$ cat config.mk
export PLATFORM = sky130hd
export DESIGN_NAME = nasti_mux_flat
export DESIGN_NICKNAME = d
export VERILOG_FILES = /design/src/rtl/nasti_mux_pkg.sv /design/src/rtl/nasti_mux_if.sv /design/src/rtl/nasti_mux_rr.sv /design/src/rtl/nasti_mux.sv /design/src/flat_wrapper.sv
export SDC_FILE = /design/constraint.sdc
export NUM_CORES = 1
export LEC_CHECK = 0
export ABC_CLOCK_PERIOD_IN_PS = 5400
export CAP_MARGIN = 5
export CORE_AREA = 2 2 558 560
export CTS_BUF_LIST = sky130_fd_sc_hd__clkbuf_4 sky130_fd_sc_hd__clkbuf_8
export CTS_CLUSTER_SIZE = 12
export DETAILED_ROUTE_END_ITERATION = 8
export DIE_AREA = 0 0 560 562
export GPL_TIMING_DRIVEN = 1
export SETUP_SLACK_MARGIN = 0.1
export SYNTH_ARGS = -nofsm -noshare
export SYNTH_HDL_FRONTEND = slang
export SYNTH_SLANG_ARGS = --single-unit
$ cat constraint.sdc
create_clock -name clk -period 5.4 [get_ports clk]
set_input_delay 1.08 -clock clk [delete_from_list [all_inputs] [get_ports clk]]
set_output_delay 1.08 -clock clk [all_outputs]
set_load 0.01 [all_outputs]
$ cat src/rtl/nasti_mux_pkg.sv
// Shared types, constants and the round-robin pick helper for the NASTI
// arbitrating multiplexer.
package nasti_mux_pkg;

  // Number of ID bits prepended to carry the source port index.
  localparam int PORT_BITS = 3;
  // Physical port count of every port array.
  localparam int MAX_PORTS = 8;
  // Width of the outstanding-transaction counters (MAX_OUT up to 255).
  localparam int CNT_W     = 8;

  typedef enum logic {IDLE, DATA} wstate_t;

  // First requesting port at or after ptr, wrapping. Returns ptr when nothing
  // requests, so callers must qualify the result with the request vector.
  function automatic logic [PORT_BITS-1:0] rr_pick(input logic [MAX_PORTS-1:0] req,
                                                   input logic [PORT_BITS-1:0] ptr);
    logic [PORT_BITS-1:0] idx;
    logic                 found;
    rr_pick = ptr;
    found   = 1'b0;
    for (int i = 0; i < MAX_PORTS; i++) begin
      idx = ptr + PORT_BITS'(i);
      if (!found && req[idx]) begin
        rr_pick = idx;
        found   = 1'b1;
      end
    end
  endfunction

endpackage

$ cat src/rtl/nasti_mux_if.sv
// NASTI (AXI4) channel bundle carrying an array of ports. The master modport
// drives requests and accepts responses; the slave modport is its mirror.
interface nasti_channel #(
  parameter int N_PORT     = nasti_mux_pkg::MAX_PORTS,
  parameter int ID_WIDTH   = 1,
  parameter int ADDR_WIDTH = 8,
  parameter int DATA_WIDTH = 8,
  parameter int USER_WIDTH = 1
);
  localparam int STRB_WIDTH = (DATA_WIDTH + 7) / 8;

  logic [N_PORT-1:0][ID_WIDTH-1:0]   aw_id;
  logic [N_PORT-1:0][ADDR_WIDTH-1:0] aw_addr;
  logic [N_PORT-1:0][7:0]            aw_len;
  logic [N_PORT-1:0][2:0]            aw_size;
  logic [N_PORT-1:0][1:0]            aw_burst;
  logic [N_PORT-1:0][2:0]            aw_prot;
  logic [N_PORT-1:0][USER_WIDTH-1:0] aw_user;
  logic [N_PORT-1:0]                 aw_valid;
  logic [N_PORT-1:0]                 aw_ready;

  logic [N_PORT-1:0][DATA_WIDTH-1:0] w_data;
  logic [N_PORT-1:0][STRB_WIDTH-1:0] w_strb;
  logic [N_PORT-1:0]                 w_last;
  logic [N_PORT-1:0][USER_WIDTH-1:0] w_user;
  logic [N_PORT-1:0]                 w_valid;
  logic [N_PORT-1:0]                 w_ready;

  logic [N_PORT-1:0][ID_WIDTH-1:0]   b_id;
  logic [N_PORT-1:0][1:0]            b_resp;
  logic [N_PORT-1:0][USER_WIDTH-1:0] b_user;
  logic [N_PORT-1:0]                 b_valid;
  logic [N_PORT-1:0]                 b_ready;

  logic [N_PORT-1:0][ID_WIDTH-1:0]   ar_id;
  logic [N_PORT-1:0][ADDR_WIDTH-1:0] ar_addr;
  logic [N_PORT-1:0][7:0]            ar_len;
  logic [N_PORT-1:0][2:0]            ar_size;
  logic [N_PORT-1:0][1:0]            ar_burst;
  logic [N_PORT-1:0][2:0]            ar_prot;
  logic [N_PORT-1:0][USER_WIDTH-1:0] ar_user;
  logic [N_PORT-1:0]                 ar_valid;
  logic [N_PORT-1:0]                 ar_ready;

  logic [N_PORT-1:0][ID_WIDTH-1:0]   r_id;
  logic [N_PORT-1:0][DATA_WIDTH-1:0] r_data;
  logic [N_PORT-1:0][1:0]            r_resp;
  logic [N_PORT-1:0]                 r_last;
  logic [N_PORT-1:0][USER_WIDTH-1:0] r_user;
  logic [N_PORT-1:0]                 r_valid;
  logic [N_PORT-1:0]                 r_ready;

  modport master (
    output aw_id, aw_addr, aw_len, aw_size, aw_burst, aw_prot, aw_user, aw_valid,
    input  aw_ready,
    output w_data, w_strb, w_last, w_user, w_valid,
    input  w_ready,
    input  b_id, b_resp, b_user, b_valid,
    output b_ready,
    output ar_id, ar_addr, ar_len, ar_size, ar_burst, ar_prot, ar_user, ar_valid,
    input  ar_ready,
    input  r_id, r_data, r_resp, r_last, r_user, r_valid,
    output r_ready
  );

  modport slave (
    input  aw_id, aw_addr, aw_len, aw_size, aw_burst, aw_prot, aw_user, aw_valid,
    output aw_ready,
    input  w_data, w_strb, w_last, w_user, w_valid,
    output w_ready,
    output b_id, b_resp, b_user, b_valid,
    input  b_ready,
    input  ar_id, ar_addr, ar_len, ar_size, ar_burst, ar_prot, ar_user, ar_valid,
    output ar_ready,
    output r_id, r_data, r_resp, r_last, r_user, r_valid,
    input  r_ready
  );

endinterface

$ cat src/rtl/nasti_mux_rr.sv
// Round-robin arbiter with a frozen grant: once a request has been presented
// downstream the grant holds until its handshake, so valid is never withdrawn.
module nasti_mux_rr
  import nasti_mux_pkg::*;
#(
  parameter int PORTS = 2
) (
  input  logic                 clk,
  input  logic                 rst,
  input  logic [MAX_PORTS-1:0] req,
  input  logic                 issue,
  input  logic                 ack,
  output logic [PORT_BITS-1:0] grant,
  output logic                 gnt_vld
);

  localparam logic [MAX_PORTS-1:0] PORT_MASK = MAX_PORTS'((1 << PORTS) - 1);
  localparam logic [PORT_BITS-1:0] LAST_PORT = PORT_BITS'(PORTS - 1);

  logic [MAX_PORTS-1:0] req_m;
  logic [PORT_BITS-1:0] ptr;
  logic [PORT_BITS-1:0] held;
  logic                 frozen;

  // Select the held grant while frozen, otherwise a fresh round-robin pick.
  always_comb begin
    req_m = req & PORT_MASK;
    if (frozen) begin
      grant   = held;
      gnt_vld = req_m[held];
    end else begin
      grant   = rr_pick(req_m, ptr);
      gnt_vld = |req_m;
    end
  end

  // Advance the pointer past the winner on handshake; freeze on an unaccepted issue.
  always_ff @(posedge clk) begin
    if (rst) begin
      ptr    <= '0;
      held   <= '0;
      frozen <= 1'b0;
    end else if (ack) begin
      ptr    <= (grant == LAST_PORT) ? '0 : grant + 1'b1;
      frozen <= 1'b0;
    end else if (issue) begin
      held   <= grant;
      frozen <= 1'b1;
    end
  end

endmodule

$ cat src/rtl/nasti_mux.sv
// Arbitrating multiplexer: merges up to 8 NASTI masters onto one port,
// prepends the source index to the ID and routes B/R back by those bits.
module nasti_mux
  import nasti_mux_pkg::*;
#(
  parameter int PORTS      = 2,
  parameter int ID_WIDTH   = 1,
  parameter int ADDR_WIDTH = 8,
  parameter int DATA_WIDTH = 8,
  parameter int USER_WIDTH = 1,
  parameter int LITE_MODE  = 0,
  parameter int MAX_OUT    = 4
) (
  input  logic         clk,
  input  logic         rst,
  nasti_channel.slave  master,
  nasti_channel.master slave
);

  localparam logic [CNT_W-1:0] CAP    = CNT_W'(MAX_OUT);
  localparam int               STRB_W = (DATA_WIDTH + 7) / 8;

  logic                 live;
  logic [PORT_BITS-1:0] ar_gnt, aw_gnt;
  logic                 ar_vld, aw_vld;
  logic                 ar_en, aw_en;
  logic                 ar_issue, aw_issue;
  logic                 ar_hs, aw_hs;
  logic                 w_hs, w_done, b_hs, r_hs, r_done;
  logic [PORT_BITS-1:0] b_port, r_port;
  wstate_t              state, state_nxt;
  logic [PORT_BITS-1:0] locked, locked_nxt;
  logic [CNT_W-1:0]     rd_cnt, wr_cnt;

  // Saturating up/down step; simultaneous increment and decrement cancel.
  function automatic logic [CNT_W-1:0] cnt_step(input logic [CNT_W-1:0] cnt,
                                                input logic inc, input logic dec);
    cnt_step = cnt;
    if (inc && !dec && cnt != '1)
      cnt_step = cnt + 1'b1;
    else if (dec && !inc && cnt != '0)
      cnt_step = cnt - 1'b1;
  endfunction

  // Every valid/ready is forced low while reset is held.
  assign live     = !rst;
  assign ar_en    = live && (rd_cnt < CAP);
  assign ar_issue = ar_vld && ar_en;
  assign ar_hs    = ar_issue && slave.ar_ready[0];
  assign aw_en    = live && (state == IDLE) && (wr_cnt < CAP);
  assign aw_issue = aw_vld && aw_en;
  assign aw_hs    = aw_issue && slave.aw_ready[0];
  assign w_hs     = slave.w_valid[0] && slave.w_ready[0];
  assign w_done   = w_hs && slave.w_last[0];
  assign b_port   = slave.b_id[0][ID_WIDTH +: PORT_BITS];
  assign r_port   = slave.r_id[0][ID_WIDTH +: PORT_BITS];
  assign b_hs     = slave.b_valid[0] && slave.b_ready[0];
  assign r_hs     = slave.r_valid[0] && slave.r_ready[0];
  assign r_done   = r_hs && slave.r_last[0];

  nasti_mux_rr #(.PORTS(PORTS)) u_ar_rr (
    .clk    (clk),
    .rst    (rst),
    .req    (master.ar_valid),
    .issue  (ar_issue),
    .ack    (ar_hs),
    .grant  (ar_gnt),
    .gnt_vld(ar_vld)
  );

  nasti_mux_rr #(.PORTS(PORTS)) u_aw_rr (
    .clk    (clk),
    .rst    (rst),
    .req    (master.aw_valid),
    .issue  (aw_issue),
    .ack    (aw_hs),
    .grant  (aw_gnt),
    .gnt_vld(aw_vld)
  );

  // AR: forward the granted request with its port index prepended to the ID.
  always_comb begin
    slave.ar_valid  = '0;
    slave.ar_id     = '0;
    slave.ar_addr   = '0;
    slave.ar_len    = '0;
    slave.ar_size   = '0;
    slave.ar_burst  = '0;
    slave.ar_prot   = '0;
    slave.ar_user   = '0;
    master.ar_ready = '0;
    slave.ar_valid[0] = ar_issue;
    slave.ar_id[0]    = {ar_gnt, master.ar_id[ar_gnt]};
    slave.ar_addr[0]  = ADDR_WIDTH'(master.ar_addr[ar_gnt]);
    slave.ar_len[0]   = master.ar_len[ar_gnt];
    slave.ar_size[0]  = master.ar_size[ar_gnt];
    slave.ar_burst[0] = master.ar_burst[ar_gnt];
    slave.ar_prot[0]  = master.ar_prot[ar_gnt];
    slave.ar_user[0]  = USER_WIDTH'(master.ar_user[ar_gnt]);
    if (ar_en && int'(ar_gnt) < PORTS)
      master.ar_ready[ar_gnt] = slave.ar_ready[0];
  end

  // AW: same as AR, but only offered while the write FSM is idle.
  always_comb begin
    slave.aw_valid  = '0;
    slave.aw_id     = '0;
    slave.aw_addr   = '0;
    slave.aw_len    = '0;
    slave.aw_size   = '0;
    slave.aw_burst  = '0;
    slave.aw_prot   = '0;
    slave.aw_user   = '0;
    master.aw_ready = '0;
    slave.aw_valid[0] = aw_issue;
    slave.aw_id[0]    = {aw_gnt, master.aw_id[aw_gnt]};
    slave.aw_addr[0]  = ADDR_WIDTH'(master.aw_addr[aw_gnt]);
    slave.aw_len[0]   = master.aw_len[aw_gnt];
    slave.aw_size[0]  = master.aw_size[aw_gnt];
    slave.aw_burst[0] = master.aw_burst[aw_gnt];
    slave.aw_prot[0]  = master.aw_prot[aw_gnt];
    slave.aw_user[0]  = USER_WIDTH'(master.aw_user[aw_gnt]);
    if (aw_en && int'(aw_gnt) < PORTS)
      master.aw_ready[aw_gnt] = slave.aw_ready[0];
  end

  // W: only the locked port is connected, and only during DATA.
  always_comb begin
    slave.w_valid  = '0;
    slave.w_data   = '0;
    slave.w_strb   = '0;
    slave.w_last   = '0;
    slave.w_user   = '0;
    master.w_ready = '0;
    slave.w_data[0] = DATA_WIDTH'(master.w_data[locked]);
    slave.w_strb[0] = STRB_W'(master.w_strb[locked]);
    slave.w_last[0] = (LITE_MODE != 0) ? 1'b1 : master.w_last[locked];
    slave.w_user[0] = USER_WIDTH'(master.w_user[locked]);
    if (live && state == DATA) begin
      slave.w_valid[0]      = master.w_valid[locked];
      master.w_ready[locked] = slave.w_ready[0];
    end
  end

  // Write FSM state and locked port register.
  always_ff @(posedge clk) begin
    if (rst) begin
      state  <= IDLE;
      locked <= '0;
    end else begin
      state  <= state_nxt;
      locked <= locked_nxt;
    end
  end

  // Write FSM next state: lock the AW winner, release on the final W beat.
  always_comb begin
    state_nxt  = state;
    locked_nxt = locked;
    case (state)
      IDLE: begin
        if (aw_hs) begin
          state_nxt  = DATA;
          locked_nxt = aw_gnt;
        end
      end
      DATA: begin
        if (w_done)
          state_nxt = IDLE;
      end
      default: state_nxt = IDLE;
    endcase
  end

  // B: route by the prepended port bits; beats for absent ports are sunk.
  always_comb begin
    master.b_valid = '0;
    master.b_id    = '0;
    master.b_resp  = '0;
    master.b_user  = '0;
    slave.b_ready  = '0;
    for (int i = 0; i < MAX_PORTS; i++) begin
      master.b_id[i]   = slave.b_id[0][ID_WIDTH-1:0];
      master.b_resp[i] = slave.b_resp[0];
      master.b_user[i] = USER_WIDTH'(slave.b_user[0]);
    end
    if (live) begin
      if (int'(b_port) < PORTS) begin
        master.b_valid[b_port] = slave.b_valid[0];
        slave.b_ready[0]       = master.b_ready[b_port];
      end else begin
        slave.b_ready[0] = 1'b1;
      end
    end
  end

  // R: route by the prepended port bits; beats for absent ports are sunk.
  always_comb begin
    master.r_valid = '0;
    master.r_id    = '0;
    master.r_data  = '0;
    master.r_resp  = '0;
    master.r_last  = '0;
    master.r_user  = '0;
    slave.r_ready  = '0;
    for (int i = 0; i < MAX_PORTS; i++) begin
      master.r_id[i]   = slave.r_id[0][ID_WIDTH-1:0];
      master.r_data[i] = DATA_WIDTH'(slave.r_data[0]);
      master.r_resp[i] = slave.r_resp[0];
      master.r_last[i] = slave.r_last[0];
      master.r_user[i] = USER_WIDTH'(slave.r_user[0]);
    end
    if (live) begin
      if (int'(r_port) < PORTS) begin
        master.r_valid[r_port] = slave.r_valid[0];
        slave.r_ready[0]       = master.r_ready[r_port];
      end else begin
        slave.r_ready[0] = 1'b1;
      end
    end
  end

  // Outstanding-transaction counters: requests in, completions out.
  always_ff @(posedge clk) begin
    if (rst) begin
      rd_cnt <= '0;
      wr_cnt <= '0;
    end else begin
      rd_cnt <= cnt_step(rd_cnt, ar_hs, r_done);
      wr_cnt <= cnt_step(wr_cnt, aw_hs, b_hs);
    end
  end

endmodule

$ cat src/flat_wrapper.sv
// flat-port wrapper written by rule: the top's interface ports become plain ports
module nasti_mux_flat import nasti_mux_pkg::*;
#(
  parameter int PORTS      = 2,
  parameter int ID_WIDTH   = 1,
  parameter int ADDR_WIDTH = 8,
  parameter int DATA_WIDTH = 8,
  parameter int USER_WIDTH = 1,
  parameter int LITE_MODE  = 0,
  parameter int MAX_OUT    = 4
)
  (clk, rst, master_aw_id, master_aw_addr, master_aw_len, master_aw_size, master_aw_burst, master_aw_prot, master_aw_user, master_aw_valid, master_aw_ready, master_w_data, master_w_strb, master_w_last, master_w_user, master_w_valid, master_w_ready, master_b_id, master_b_resp, master_b_user, master_b_valid, master_b_ready, master_ar_id, master_ar_addr, master_ar_len, master_ar_size, master_ar_burst, master_ar_prot, master_ar_user, master_ar_valid, master_ar_ready, master_r_id, master_r_data, master_r_resp, master_r_last, master_r_user, master_r_valid, master_r_ready, slave_aw_id, slave_aw_addr, slave_aw_len, slave_aw_size, slave_aw_burst, slave_aw_prot, slave_aw_user, slave_aw_valid, slave_aw_ready, slave_w_data, slave_w_strb, slave_w_last, slave_w_user, slave_w_valid, slave_w_ready, slave_b_id, slave_b_resp, slave_b_user, slave_b_valid, slave_b_ready, slave_ar_id, slave_ar_addr, slave_ar_len, slave_ar_size, slave_ar_burst, slave_ar_prot, slave_ar_user, slave_ar_valid, slave_ar_ready, slave_r_id, slave_r_data, slave_r_resp, slave_r_last, slave_r_user, slave_r_valid, slave_r_ready);
  nasti_channel #(.ID_WIDTH(ID_WIDTH), .ADDR_WIDTH(ADDR_WIDTH), .DATA_WIDTH(DATA_WIDTH), .USER_WIDTH(USER_WIDTH)) master_i ();
  nasti_channel #(.ID_WIDTH(ID_WIDTH), .ADDR_WIDTH(ADDR_WIDTH), .DATA_WIDTH(DATA_WIDTH), .USER_WIDTH(USER_WIDTH)) slave_i ();
  input  logic clk;
  input  logic rst;
  input wire logic [$bits(master_i.aw_id)-1:0] master_aw_id;
  input wire logic [$bits(master_i.aw_addr)-1:0] master_aw_addr;
  input wire logic [$bits(master_i.aw_len)-1:0] master_aw_len;
  input wire logic [$bits(master_i.aw_size)-1:0] master_aw_size;
  input wire logic [$bits(master_i.aw_burst)-1:0] master_aw_burst;
  input wire logic [$bits(master_i.aw_prot)-1:0] master_aw_prot;
  input wire logic [$bits(master_i.aw_user)-1:0] master_aw_user;
  input wire logic [$bits(master_i.aw_valid)-1:0] master_aw_valid;
  output wire logic [$bits(master_i.aw_ready)-1:0] master_aw_ready;
  input wire logic [$bits(master_i.w_data)-1:0] master_w_data;
  input wire logic [$bits(master_i.w_strb)-1:0] master_w_strb;
  input wire logic [$bits(master_i.w_last)-1:0] master_w_last;
  input wire logic [$bits(master_i.w_user)-1:0] master_w_user;
  input wire logic [$bits(master_i.w_valid)-1:0] master_w_valid;
  output wire logic [$bits(master_i.w_ready)-1:0] master_w_ready;
  output wire logic [$bits(master_i.b_id)-1:0] master_b_id;
  output wire logic [$bits(master_i.b_resp)-1:0] master_b_resp;
  output wire logic [$bits(master_i.b_user)-1:0] master_b_user;
  output wire logic [$bits(master_i.b_valid)-1:0] master_b_valid;
  input wire logic [$bits(master_i.b_ready)-1:0] master_b_ready;
  input wire logic [$bits(master_i.ar_id)-1:0] master_ar_id;
  input wire logic [$bits(master_i.ar_addr)-1:0] master_ar_addr;
  input wire logic [$bits(master_i.ar_len)-1:0] master_ar_len;
  input wire logic [$bits(master_i.ar_size)-1:0] master_ar_size;
  input wire logic [$bits(master_i.ar_burst)-1:0] master_ar_burst;
  input wire logic [$bits(master_i.ar_prot)-1:0] master_ar_prot;
  input wire logic [$bits(master_i.ar_user)-1:0] master_ar_user;
  input wire logic [$bits(master_i.ar_valid)-1:0] master_ar_valid;
  output wire logic [$bits(master_i.ar_ready)-1:0] master_ar_ready;
  output wire logic [$bits(master_i.r_id)-1:0] master_r_id;
  output wire logic [$bits(master_i.r_data)-1:0] master_r_data;
  output wire logic [$bits(master_i.r_resp)-1:0] master_r_resp;
  output wire logic [$bits(master_i.r_last)-1:0] master_r_last;
  output wire logic [$bits(master_i.r_user)-1:0] master_r_user;
  output wire logic [$bits(master_i.r_valid)-1:0] master_r_valid;
  input wire logic [$bits(master_i.r_ready)-1:0] master_r_ready;
  output wire logic [$bits(slave_i.aw_id)-1:0] slave_aw_id;
  output wire logic [$bits(slave_i.aw_addr)-1:0] slave_aw_addr;
  output wire logic [$bits(slave_i.aw_len)-1:0] slave_aw_len;
  output wire logic [$bits(slave_i.aw_size)-1:0] slave_aw_size;
  output wire logic [$bits(slave_i.aw_burst)-1:0] slave_aw_burst;
  output wire logic [$bits(slave_i.aw_prot)-1:0] slave_aw_prot;
  output wire logic [$bits(slave_i.aw_user)-1:0] slave_aw_user;
  output wire logic [$bits(slave_i.aw_valid)-1:0] slave_aw_valid;
  input wire logic [$bits(slave_i.aw_ready)-1:0] slave_aw_ready;
  output wire logic [$bits(slave_i.w_data)-1:0] slave_w_data;
  output wire logic [$bits(slave_i.w_strb)-1:0] slave_w_strb;
  output wire logic [$bits(slave_i.w_last)-1:0] slave_w_last;
  output wire logic [$bits(slave_i.w_user)-1:0] slave_w_user;
  output wire logic [$bits(slave_i.w_valid)-1:0] slave_w_valid;
  input wire logic [$bits(slave_i.w_ready)-1:0] slave_w_ready;
  input wire logic [$bits(slave_i.b_id)-1:0] slave_b_id;
  input wire logic [$bits(slave_i.b_resp)-1:0] slave_b_resp;
  input wire logic [$bits(slave_i.b_user)-1:0] slave_b_user;
  input wire logic [$bits(slave_i.b_valid)-1:0] slave_b_valid;
  output wire logic [$bits(slave_i.b_ready)-1:0] slave_b_ready;
  output wire logic [$bits(slave_i.ar_id)-1:0] slave_ar_id;
  output wire logic [$bits(slave_i.ar_addr)-1:0] slave_ar_addr;
  output wire logic [$bits(slave_i.ar_len)-1:0] slave_ar_len;
  output wire logic [$bits(slave_i.ar_size)-1:0] slave_ar_size;
  output wire logic [$bits(slave_i.ar_burst)-1:0] slave_ar_burst;
  output wire logic [$bits(slave_i.ar_prot)-1:0] slave_ar_prot;
  output wire logic [$bits(slave_i.ar_user)-1:0] slave_ar_user;
  output wire logic [$bits(slave_i.ar_valid)-1:0] slave_ar_valid;
  input wire logic [$bits(slave_i.ar_ready)-1:0] slave_ar_ready;
  input wire logic [$bits(slave_i.r_id)-1:0] slave_r_id;
  input wire logic [$bits(slave_i.r_data)-1:0] slave_r_data;
  input wire logic [$bits(slave_i.r_resp)-1:0] slave_r_resp;
  input wire logic [$bits(slave_i.r_last)-1:0] slave_r_last;
  input wire logic [$bits(slave_i.r_user)-1:0] slave_r_user;
  input wire logic [$bits(slave_i.r_valid)-1:0] slave_r_valid;
  output wire logic [$bits(slave_i.r_ready)-1:0] slave_r_ready;
  assign master_i.aw_id = master_aw_id;
  assign master_i.aw_addr = master_aw_addr;
  assign master_i.aw_len = master_aw_len;
  assign master_i.aw_size = master_aw_size;
  assign master_i.aw_burst = master_aw_burst;
  assign master_i.aw_prot = master_aw_prot;
  assign master_i.aw_user = master_aw_user;
  assign master_i.aw_valid = master_aw_valid;
  assign master_aw_ready = master_i.aw_ready;
  assign master_i.w_data = master_w_data;
  assign master_i.w_strb = master_w_strb;
  assign master_i.w_last = master_w_last;
  assign master_i.w_user = master_w_user;
  assign master_i.w_valid = master_w_valid;
  assign master_w_ready = master_i.w_ready;
  assign master_b_id = master_i.b_id;
  assign master_b_resp = master_i.b_resp;
  assign master_b_user = master_i.b_user;
  assign master_b_valid = master_i.b_valid;
  assign master_i.b_ready = master_b_ready;
  assign master_i.ar_id = master_ar_id;
  assign master_i.ar_addr = master_ar_addr;
  assign master_i.ar_len = master_ar_len;
  assign master_i.ar_size = master_ar_size;
  assign master_i.ar_burst = master_ar_burst;
  assign master_i.ar_prot = master_ar_prot;
  assign master_i.ar_user = master_ar_user;
  assign master_i.ar_valid = master_ar_valid;
  assign master_ar_ready = master_i.ar_ready;
  assign master_r_id = master_i.r_id;
  assign master_r_data = master_i.r_data;
  assign master_r_resp = master_i.r_resp;
  assign master_r_last = master_i.r_last;
  assign master_r_user = master_i.r_user;
  assign master_r_valid = master_i.r_valid;
  assign master_i.r_ready = master_r_ready;
  assign slave_aw_id = slave_i.aw_id;
  assign slave_aw_addr = slave_i.aw_addr;
  assign slave_aw_len = slave_i.aw_len;
  assign slave_aw_size = slave_i.aw_size;
  assign slave_aw_burst = slave_i.aw_burst;
  assign slave_aw_prot = slave_i.aw_prot;
  assign slave_aw_user = slave_i.aw_user;
  assign slave_aw_valid = slave_i.aw_valid;
  assign slave_i.aw_ready = slave_aw_ready;
  assign slave_w_data = slave_i.w_data;
  assign slave_w_strb = slave_i.w_strb;
  assign slave_w_last = slave_i.w_last;
  assign slave_w_user = slave_i.w_user;
  assign slave_w_valid = slave_i.w_valid;
  assign slave_i.w_ready = slave_w_ready;
  assign slave_i.b_id = slave_b_id;
  assign slave_i.b_resp = slave_b_resp;
  assign slave_i.b_user = slave_b_user;
  assign slave_i.b_valid = slave_b_valid;
  assign slave_b_ready = slave_i.b_ready;
  assign slave_ar_id = slave_i.ar_id;
  assign slave_ar_addr = slave_i.ar_addr;
  assign slave_ar_len = slave_i.ar_len;
  assign slave_ar_size = slave_i.ar_size;
  assign slave_ar_burst = slave_i.ar_burst;
  assign slave_ar_prot = slave_i.ar_prot;
  assign slave_ar_user = slave_i.ar_user;
  assign slave_ar_valid = slave_i.ar_valid;
  assign slave_i.ar_ready = slave_ar_ready;
  assign slave_i.r_id = slave_r_id;
  assign slave_i.r_data = slave_r_data;
  assign slave_i.r_resp = slave_r_resp;
  assign slave_i.r_last = slave_r_last;
  assign slave_i.r_user = slave_r_user;
  assign slave_i.r_valid = slave_r_valid;
  assign slave_r_ready = slave_i.r_ready;
  nasti_mux #(.PORTS(PORTS), .ID_WIDTH(ID_WIDTH), .ADDR_WIDTH(ADDR_WIDTH), .DATA_WIDTH(DATA_WIDTH), .USER_WIDTH(USER_WIDTH), .LITE_MODE(LITE_MODE), .MAX_OUT(MAX_OUT)) u_core (.clk(clk), .rst(rst), .master(master_i), .slave(slave_i));
endmodule
==> results.toml <==
[setup_path]
timing.rr.end = "u_core.rd_cnt[7]"
worstSetupStartpointType = "primary input"
critPathRequiredTime_ns = 4.32
rr_worst_depth = 15
worst-r2r-setup-slack_ns = 1.54
worst_setup_path_end_kind = "output pin"
worstSetupPathType = "primary input to output pin"
worstPathBufferInverterCount = 5
cp.arrival_ns = 4.13
crit_reg_reg_startpoint = "u_core.u_ar_rr.held[0]"
crit_path_cell_trace = "clkdlybuf4s50_1 > buf_4 > nand2_1 > mux4_2 > o21ai_2 > a32o_4 > buf_12 > mux2i_1 > a32o_1 > nor2_1 > buf_4 > buf_12"
cpLargestDelayFamily = "buffers and inverters"
critical_path.max_fanout = 49
critical-path-max-stage-delay_ns = 0.52
critical_path.slowest_cell = "sky130_fd_sc_hd__clkdlybuf4s50_1"
critPathLaunch = "master_aw_valid[1]"

[timing]
worst_clock_skew_ns = 0.00988
report.final.setup_viol = 0
finalWorstPathRequiredPeriod_ns = 5.21
finalHoldViolCount = 0
rsz0062_at_grt = "true"
tightestPinTransition_ns = 0.948
slew_headroom_pct = 36.8
final-max-slew-violation-count = 0
tns_ns = 0
fmax_ghz = 0.192
fin_crit_sh_pct = 96.6

[final_layout]
fillerInstances = 36300
seqCellArea_sq_um = 694
post_route_cells_drive_above_1_share_pct = 17.3
final_nets = 3068
design_area_sq_um = 24100
areaGrowthSynthToFinish_pct = 72.9
multiInputGateArea_sq_um = 9980

[yosys]
synthesis.yosys.warnings = 0
synth-compound-area-share_pct = 24.8
yosysTopAreaCell = "sky130_fd_sc_hd__buf_4"
ys_seq_area_share_pct = 4.89
avgSynthCellArea_sq_um = 7.61
synth_simple_gate_area_share_pct = 11.0
yosys.cell_count.top_type = "sky130_fd_sc_hd__buf_4"
synth_top_cells_by_count = "652 x sky130_fd_sc_hd__buf_4, 133 x sky130_fd_sc_hd__nand2_1, 90 x sky130_fd_sc_hd__a21oi_1"
async_reset_ff_share_pct = 0
syn_inst = 1830
synth.area.mux_share_pct = 16.5
main_combinational_cell_family_by_area_after_synthesis = "buffers and inverters"
yosys_register_bits = 34
synth-edff-count = 0
synth.cell_area_sq_um = 13900
yosysTopAreaCellShare_pct = 35.1
yosys-top-cells-area = "sky130_fd_sc_hd__buf_4 35%, sky130_fd_sc_hd__mux2_2 7.0%, sky130_fd_sc_hd__dfxtp_1 4.9%"
synth_xor_area_share_pct = 1.01
synth_fa_ha_area_share_pct = 1.73
synthDistinctLibCells = 77
synthFlopType = "sky130_fd_sc_hd__dfxtp_1"

[die]
i_o_pins = 1442
core_region_area_sq_um = 308000
dieArea_sq_um = 315000
floorplan.rows = 204
chipHeight_microns = 562
start_util_pct = 4.52
dieWidth_microns = 560

[route]
post-route-drc-count = 0
drtPass1Iterations = 8
ant_nets = 0
route.detailed.wl_per_inst_microns = 15.2
via_per_inst = 2.23
vias = 14400
detail_route.iter0.violations = 713
route.final.wire_length_microns = 98300

[global_routing]
grt_start_max_net_pins = 51
via_count_of_the_first_global_routing_pass = 13300
antenna_found_initial = 52
grt_pass1_wl_microns = 121000
gr-total-overflow = 0
grt_util_all_layers_pct = 5.74

[outcome]
run_status = "completed"

[worst_hold_path]
worst_hold_startpoint = "u_core.wr_cnt[7]"
hold_path_depth = 2
hold-path-endpoint = "u_core.wr_cnt[7]"
hold_path_class = "register to register"

[placed_design]
final_wtd_congestion = 0.838
port_buffers = 598
dp.final_hpwl_microns = 86800
place_area_sq_um = 23200

[cts]
clock_tree.buffer_depth = 2
cts_root_buffer = "sky130_fd_sc_hd__clkbuf_8"
cts.sinks = 34
cts_tree = "built"
cts.hold.buffers_added = 0
htreeDepth = 2
numCtsBuffers = 5
cts.reportedPaths.clkPinSlew_ns = 0.09
worstSkewPairLatency_ns = 0.31

[power]
static-leakage-power_uw = 0.00837
cellPowerDensity_nw_per_um2 = 255
vdd.ir_drop.worst_mv = 0.160

[flow_run]
drv_cap = 0
[sequential cells by signal, indices dropped and copies added (netlist names)]
signal,cells
u_core.u_aw_rr.held,3
u_core.rd_cnt,8
u_core.wr_cnt,8
u_core.locked,3
u_core.u_ar_rr.ptr,3
u_core.u_aw_rr.frozen,1
u_core.u_ar_rr.frozen,1
u_core.state,1
u_core.u_ar_rr.held,3
u_core.u_aw_rr.ptr,3
[area by class of cell]
class                      instances  share of cell area [%]
tap                             4120                    21.4
timing repair buffer             756                    33.0
multi-input combinational       1494                    41.4
antenna                           26                   0.270
clock buffer                       6                   0.317
inverter                          37                   0.592
sequential                        34                    2.88
clock inverter                     2                  0.0572
[cell usage in the layout (no fill, tap or decap), types with 25 or more instances in the layout]
cell and instances:
sky130_fd_sc_hd__a22o_1 26, sky130_fd_sc_hd__buf_4 123, sky130_fd_sc_hd__conb_1 506, sky130_fd_sc_hd__buf_12 61
sky130_fd_sc_hd__inv_1 35, sky130_fd_sc_hd__nor2_1 62, sky130_fd_sc_hd__a21o_1 43, sky130_fd_sc_hd__mux2i_1 65
sky130_fd_sc_hd__diode_2 26, sky130_fd_sc_hd__a21oi_1 84, sky130_fd_sc_hd__a211oi_1 44, sky130_fd_sc_hd__clkdlybuf4s50_1 545
sky130_fd_sc_hd__mux4_2 29, sky130_fd_sc_hd__mux2_2 87, sky130_fd_sc_hd__o21ai_0 41, sky130_fd_sc_hd__nor3_1 36
sky130_fd_sc_hd__dfxtp_1 27, sky130_fd_sc_hd__a32o_1 45, sky130_fd_sc_hd__nor4b_1 25, sky130_fd_sc_hd__nand2_1 131
sky130_fd_sc_hd__a221oi_1 32
[worst max-delay path by stage]
stage	end	cells past startpoint
after floorplan	slave_ar_prot[1]	11
after global placement	slave_ar_len[7]	14
after detailed placement	slave_ar_len[7]	14
after CTS	slave_ar_len[7]	13
after global routing	slave_aw_addr[3]	12
final	slave_aw_addr[3]	12
[metrics by stage]
| step | hold WS [ns] | total power [uW] | cells | utilization, % | worst slack, ns |
|---|---|---|---|---|---|
| after detailed placement | 0.465 | 5860 | 6413 | 7.54 | -0.174 |
| after global placement | 0.450 | 5830 | 6413 | 7.54 | -0.141 |
| final | 0.478 | 6140 | 6475 | 7.81 | 0.186 |
| after CTS | 0.491 | 6260 | 6427 | 7.67 | -0.00228 |
| after global routing | 0.524 | 6650 | 6472 | 7.81 | 0.0657 |
| after floorplan | 0.438 | 3120 | 2335 | - | 1.10 |
[per-layer routing]
metal | track usage (%) | wire length [microns]
met4 | 2.81 | 5220
met3 | 1.90 | 8630
met2 | 11.6 | 54000
met1 | 4.98 | 30400
met5 | 0 | 32
[power breakdown]
group	internal [uW]	total (uW)	leakage [uW]	switching [uW]
combinational	2570	5430	0.00804	2860
sequential	321	502	0.000280	181
clock	96.1	205	0.0000487	109
total	2980	6140	0.00837	3150
[kinds of logic after synthesis]
logic type / count (synthesis)
buffers and inverters: 808
AO/OA/AOI/OAI: 451
AND/OR/NAND/NOR: 320
multiplexers: 182
flip-flops: 34
adder cells (fa/ha/maj): 18
XOR/XNOR: 16
other: 1
[worst min-delay path: cells and delay by family (launching register included)]
| family | cells | cell delay [ns] |
|---|---|---|
| and+or+nand+nor | 1 | 0.07 |
| AOI/OAI and AO/OA | 1 | 0.04 |
| DFF | 1 | 0.34 |
[what timing repair did]
| action | CTS | global route |
|---|---|---|
| hold endpoints to repair | 0 | 0 |
| pin swaps | 8 | 16 |
| resized for setup | 68 | 32 |
| buffers inserted | 6 | 18 |
| cloned | 0 | 4 |
| setup endpoints to repair | 31 | 31 |
(Power assumes the default switching activity.)
